--- src/rtl/pairhmm_pkg.sv ---
// Shared definitions for the pair-HMM datapath: tag width and double-precision
// result width used by the multiplier and its downstream collector.
package pairhmm_pkg;
  localparam int TAG_W    = 4;
  localparam int DOUBLE_W = 64;
  typedef logic [TAG_W-1:0] TAG;
endpackage

--- src/rtl/double_result_reorder.sv ---
// Collects tagged multiplier results that may finish out of order and
// releases them strictly in tag order, backpressuring the multiplier.
module double_result_reorder
  import pairhmm_pkg::*;
#(
  parameter TAG TAG_START    = TAG'(1),
  parameter int STALL_MARGIN = 6
) (
  input  logic                clk,
  input  logic                reset,
  input  logic [DOUBLE_W-1:0] in_z,
  input  logic                in_done,
  input  TAG                  in_tag,
  output logic                global_stall,
  output logic [DOUBLE_W-1:0] out_z,
  output TAG                  out_tag,
  output logic                out_valid,
  input  logic                out_ready,
  output logic                dup_err
);

  localparam int DEPTH = 2 ** TAG_W;
  localparam logic [TAG_W:0] STALL_LEVEL = (TAG_W + 1)'(DEPTH - STALL_MARGIN);

  logic [DEPTH-1:0]    entry_valid;
  logic [DOUBLE_W-1:0] entry_z [DEPTH];

  TAG             next_tag;
  logic [TAG_W:0] count;
  logic [TAG_W:0] count_next;

  logic load_en;
  logic buf_hit;
  logic is_dup;
  logic fresh;
  logic bypass;
  logic buf_write;
  logic buf_read;
  logic load;

  always_comb begin
    load_en    = !out_valid || out_ready;
    buf_hit    = entry_valid[next_tag];
    // A tag sitting in the output register counts as already held.
    is_dup     = in_done && (entry_valid[in_tag] || (out_valid && (out_tag == in_tag)));
    fresh      = in_done && !is_dup;
    bypass     = load_en && !buf_hit && fresh && (in_tag == next_tag);
    buf_write  = fresh && !bypass;
    buf_read   = load_en && buf_hit;
    load       = buf_read || bypass;
    count_next = count + {{TAG_W{1'b0}}, buf_write} - {{TAG_W{1'b0}}, buf_read};
  end

  generate
    for (genvar gi = 0; gi < DEPTH; gi++) begin : g_entry
      always_ff @(posedge clk or negedge reset) begin
        if (!reset) begin
          entry_valid[gi] <= 1'b0;
        end else if (buf_write && (in_tag == TAG'(gi))) begin
          entry_valid[gi] <= 1'b1;
        end else if (buf_read && (next_tag == TAG'(gi))) begin
          entry_valid[gi] <= 1'b0;
        end
      end

      // Payload needs no reset; the valid bit alone decides ownership.
      always_ff @(posedge clk) begin
        if (buf_write && (in_tag == TAG'(gi))) begin
          entry_z[gi] <= in_z;
        end
      end
    end
  endgenerate

  always_ff @(posedge clk or negedge reset) begin
    if (!reset) begin
      out_valid    <= 1'b0;
      out_z        <= '0;
      out_tag      <= '0;
      next_tag     <= TAG_START;
      count        <= '0;
      global_stall <= 1'b0;
      dup_err      <= 1'b0;
    end else begin
      if (load) begin
        out_valid <= 1'b1;
        out_z     <= buf_hit ? entry_z[next_tag] : in_z;
        out_tag   <= next_tag;
        next_tag  <= next_tag + TAG'(1);
      end else if (out_valid && out_ready) begin
        out_valid <= 1'b0;
      end
      count        <= count_next;
      global_stall <= (count_next >= STALL_LEVEL);
      dup_err      <= dup_err || is_dup;
    end
  end

endmodule

--- config.mk ---
export PLATFORM = sky130hd
export DESIGN_NAME = double_result_reorder
export DESIGN_NICKNAME = d
export VERILOG_FILES = /design/src/rtl/pairhmm_pkg.sv /design/src/rtl/double_result_reorder.sv
export SDC_FILE = /design/constraint.sdc
export NUM_CORES = 1
export LEC_CHECK = 0
export BUFFER_PORTS_ARGS = -buffer_cell sky130_fd_sc_hd__buf_2
export CAP_MARGIN = 20
export CORE_MARGIN = 2
export CORE_UTILIZATION = 55
export CTS_BUF_LIST = sky130_fd_sc_hd__clkbuf_8
export DETAILED_ROUTE_END_ITERATION = 16
export PLACE_DENSITY = 0.82
export REMOVE_ABC_BUFFERS = 1
export SETUP_SLACK_MARGIN = 0.2
export SLEW_MARGIN = 20
export SYNTH_ARGS = -nofsm -noshare
export SYNTH_HDL_FRONTEND = slang
export SYNTH_SLANG_ARGS = --single-unit
--- constraint.sdc ---
create_clock -name clk -period 8 [get_ports clk]
set_input_delay 0 -clock clk [delete_from_list [all_inputs] [get_ports clk]]
set_output_delay 0 -clock clk [all_outputs]
set_load 0.05 [all_outputs]
==> summary.md <==
| Metric | Value |
|---|---|
| Outcome | `finished clean` |
| Number of I/O pins | `around 140` |
| Comb pwr share | `33.1%` |
| Die Area | `~0.081 mm²` |
| Net switching power | `5870 µW` |
| Cell depth of the worst hold path | `2` |
| FF-to-FF Start | `next_tag[0]` |
| Layout Skew | `about 0.028 ns` |
| Endpoints failing setup | `0` |
| Die Span Y | `284 µm` |
| Min-delay src | `in_z[22]` |
| Clk slew on worst S/H paths | `0.06 ns` |
| Fmax | `181 MHz` |
| Vias per cell | `6.24` |
| Largest family of logic cells by synthesized area | `multiplexers` |
| Worst Setup End Kind | `flip-flop` |
| Worst vdd ir | `0.000372 V` |
| Post-Syn Area | `between 0.04 and 0.05 mm²` |
| CTS Sinks | `1120` |
| First-pass GRT wire length | `142000 µm` |
| Num rows | `slightly above 100` |
| FF-to-FF path depth | `14` |
| Total number of vias | `21971` |
| P_leak | `0.0161 µW` |
| Setup Buffers After CTS | `0` |
| Seq/Total Area, Yosys | `between 70% and 80%` |
| Max Cap Viol | `0` |
| WHS Endpoint | `entry_z[2][22]` |
| Post-Synth Simple-Gate Area | `1.48%` |
| Crit-path slowest cell | `dfstp_4` |
| Compound-cell area share of the yosys netlist | `under 10%` |
| Setup slack after layout | `2.47 ns` |
| First-pass DRT Iterations | `6` |
| Rel. slew slack | `22.3%` |
| Sequential fraction of design power | `between 40% and 50%` |
| Final period utilization | `69.1%` |
| Post-synth top flop | `edfxtp_1` |
| Initial drt markers | `roughly 2600` |
| Port bufs | `~140` |
| Clock power share | `25.4%` |
| DRT antenna net count | `0` |
| Register bit total from synthesis | `1120` |
| Number of synthesized flops with an enable pin | `1024` |
| GRT Max-Usage Layer | `met2` |
| CTS tree | `yes` |
| Synth Area in XOR/XNOR | `0.305%` |
| Share of flip-flops with an asynchronous set or reset | `8.57%` |
| RSZ-0062 raised after global routing | `false` |
| Setup TNS | `0 ns` |
| Largest buffer count on any clock path | `3` |
| Crit path launch type | `flip-flop` |
| Worst-Skew Late Latency | `0.82 ns` |
| Grt ovf | `0` |
| Critical R2R Capture | `global_stall` |
| Switching Fraction | `about a third` |
| Vias in the first global route | `23284` |
| Int Pwr | `11300 µW` |
| Fin util | `a little over three fifths` |
| Synthesized area per cell | `21.0 µm²` |
| Final critical-path required period | `5.53 ns` |
| Crit-path cells | `mux4_2, a22oi_2, nand3_4, inv_2, a21oi_2, inv_2, ha_1, inv_1, ha_1, fa_1, a21o_1, a21oi_1, xnor2_1, nand2b_1` |
| Largest net degree at the start of global routing | `130` |
| Drt wl/cell | `26.4 µm` |
| Crit path max fanout | `66` |
| DP Worst Slack | `2.50 ns` |
| Worst-Margin Slew | `1.17 ns` |
| Cells after Synth | `2046` |
| Met3 Resource Use GR | `a little over 5%` |
| Design Area, Final | `0.0489 mm²` |
| Share of layout cells above drive strength 1 | `roughly 28%` |
| Initial Utilization | `a little under three fifths` |
| Max Slew Vio Count | `0` |
| Synthesis warning total | `0` |
| Layout Nets | `2432` |
| Met1 Use GR | `between 30% and 40%` |
| Post-synthesis mux area share | `13.9%` |
| Final WL | `93100 µm` |
| Setup slack, reg-to-reg | `2.47 ns` |
| GRT Total Usage | `23.4%` |
| CP Data Arrival Time | `between 6 and 7 ns` |
| Die width | `284 µm` |
| Worst endpoint required time | `8.69 ns` |
| CTS Buf Count | `169` |
| Post-synthesis adder-cell area fraction | `0.308%` |
| Hold Fails Final Rpt | `0` |
| Routability cong. | `0.799` |
| Power consumption | `about 17000 µW` |
| Pwr Density | `351 mW/mm²` |
| Crit path kind | `flip-flop to flip-flop` |
| Initial antenna violation count | `2` |
| Final HPWL DP | `48100 µm` |
| CP peak stage delay | `1.19 ns` |
| Yosys cell types | `48` |
| Register area | `0.0332 mm²` |
| Fill cells | `around 5000` |
| Multi-input gate area | `0.00940 mm²` |
| Hold crit path type | `input port to flip-flop` |
| Area grow syn2layout | `13.6%` |
| Root buffer cell | `clkbuf_8` |
| Core area | `about 0.077 mm²` |
| Dpl cell area | `~0.045 mm²` |
| Residual DRC | `0` |
| Met2 usage | `37.7%` |
| H-tree levels | `4` |
## synthesized netlist by cell type (10+ instances only)
cell type / instances / area [µm²]
a22oi_1: 128 / 961
buf_2: 45 / 225
dfrtp_1: 95 / 2380
nand2_1: 72 / 270
mux4_2: 261 / 5880
clkbuf_1: 65 / 244
xnor2_1: 10 / 87.6
a21oi_1: 66 / 330
edfxtp_1: 1024 / 30700
nor3_1: 13 / 65.1
o21ai_1: 67 / 335
nand3_1: 19 / 95.1
a32o_1: 12 / 120
a21boi_0: 62 / 465
## worst max path at each step
stage | startpoint | endpoint | slack, ns | depth (start not counted)
2_1_floorplan | next_tag[1] | entry_z[10][0] | -6.15 | 7
3_3_place_gp | next_tag[0] | global_stall | 2.64 | 14
3_5_place_dp | next_tag[0] | global_stall | 2.50 | 14
4_1_cts | next_tag[0] | global_stall | 2.49 | 14
5_1_grt | next_tag[0] | global_stall | 2.15 | 14
6_report | next_tag[0] | global_stall | 2.47 | 14
## power by group through the flow
stage	Clock [µW]	Sequential, µW	Combinational [µW]
6_report	4350	7120	5690
3_3_place_gp	0	7220	5490
5_1_grt	4660	7160	6130
4_1_cts	4420	7130	5710
2_1_floorplan	0	8100	3830
3_5_place_dp	0	7240	5650
## area by class of cell
type | instances | share of cell area [%]
Antenna cell | 1 | 0.00512
Clock buffer | 180 | 5.06
Clock inverter | 123 | 1.37
Inverter | 9 | 0.0691
Multi-Input combinational cell | 788 | 19.2
Sequential cell | 1120 | 67.8
Tap cell | 1040 | 2.66
Timing Repair Buffer | 262 | 3.84
## placed cells by master (no fill, tap or decap), types with 13 or more instances in the layout
| cell type | count |
|---|---|
| inv_1 | 73 |
| clkinv_2 | 13 |
| nand3_1 | 18 |
| a21boi_0 | 62 |
| clkinv_1 | 30 |
| edfxtp_1 | 1024 |
| mux4_2 | 261 |
| buf_2 | 141 |
| clkbuf_8 | 180 |
| o21ai_1 | 67 |
| dfrtp_1 | 94 |
| nand2_1 | 72 |
| dlygate4sd3_1 | 78 |
| a21oi_1 | 66 |
| a22oi_1 | 128 |
| buf_4 | 36 |
## repair_timing
item	in CTS	in global routing
gates resized for setup	0	0
endpoints found under the setup margin	0	0
endpoints found under the hold margin	1201	0
hold buffers	79	0
## per-layer routing
| layer | share of wire (%) | up-vias |
|---|---|---|
| li1 | - | 9172 |
| met3 | 9.4 | 181 |
| met2 | 49 | 1217 |
| met4 | 2.5 | 4 |
| met1 | 39 | 11397 |
| met5 | 0.029 | - |
## worst max-delay path: cells and delay by family, from the launching register on
family                     cells  cell delay [ns]
DFF                            1             1.19
buffers and inverters          3             0.50
xor gates and xnor gates       1             0.11
adders and majority gates      3             1.06
AOI/OAI and AO/OA              4             1.24
and+or+nand+nor                2             0.94
muxes                          1             0.37
## stage by stage
stage	std cells	hold slack (ns)
finish	3523	0.124
floorplan	1917	-0.296
global placement	3138	-0.0100
detailed placement	3138	-0.00226
global route	3522	0.116
CTS	3520	0.0612
## cell families after synthesis
family | after synthesis
and+or+nand+nor | 140
adders and majority gates | 10
buffers and inverters | 138
muxes | 270
AOI/OAI and AO/OA | 353
xor gates and xnor gates | 15
DFF | 1120
## state kept, by name, indices dropped and copies added (netlist names)
signal	cells
next_tag	4
count	5
dup_err	1
out_valid	1
out_z	64
entry_valid	16
global_stall	1
entry_z	1024
out_tag	4
Power figures use the tool's default switching activity.
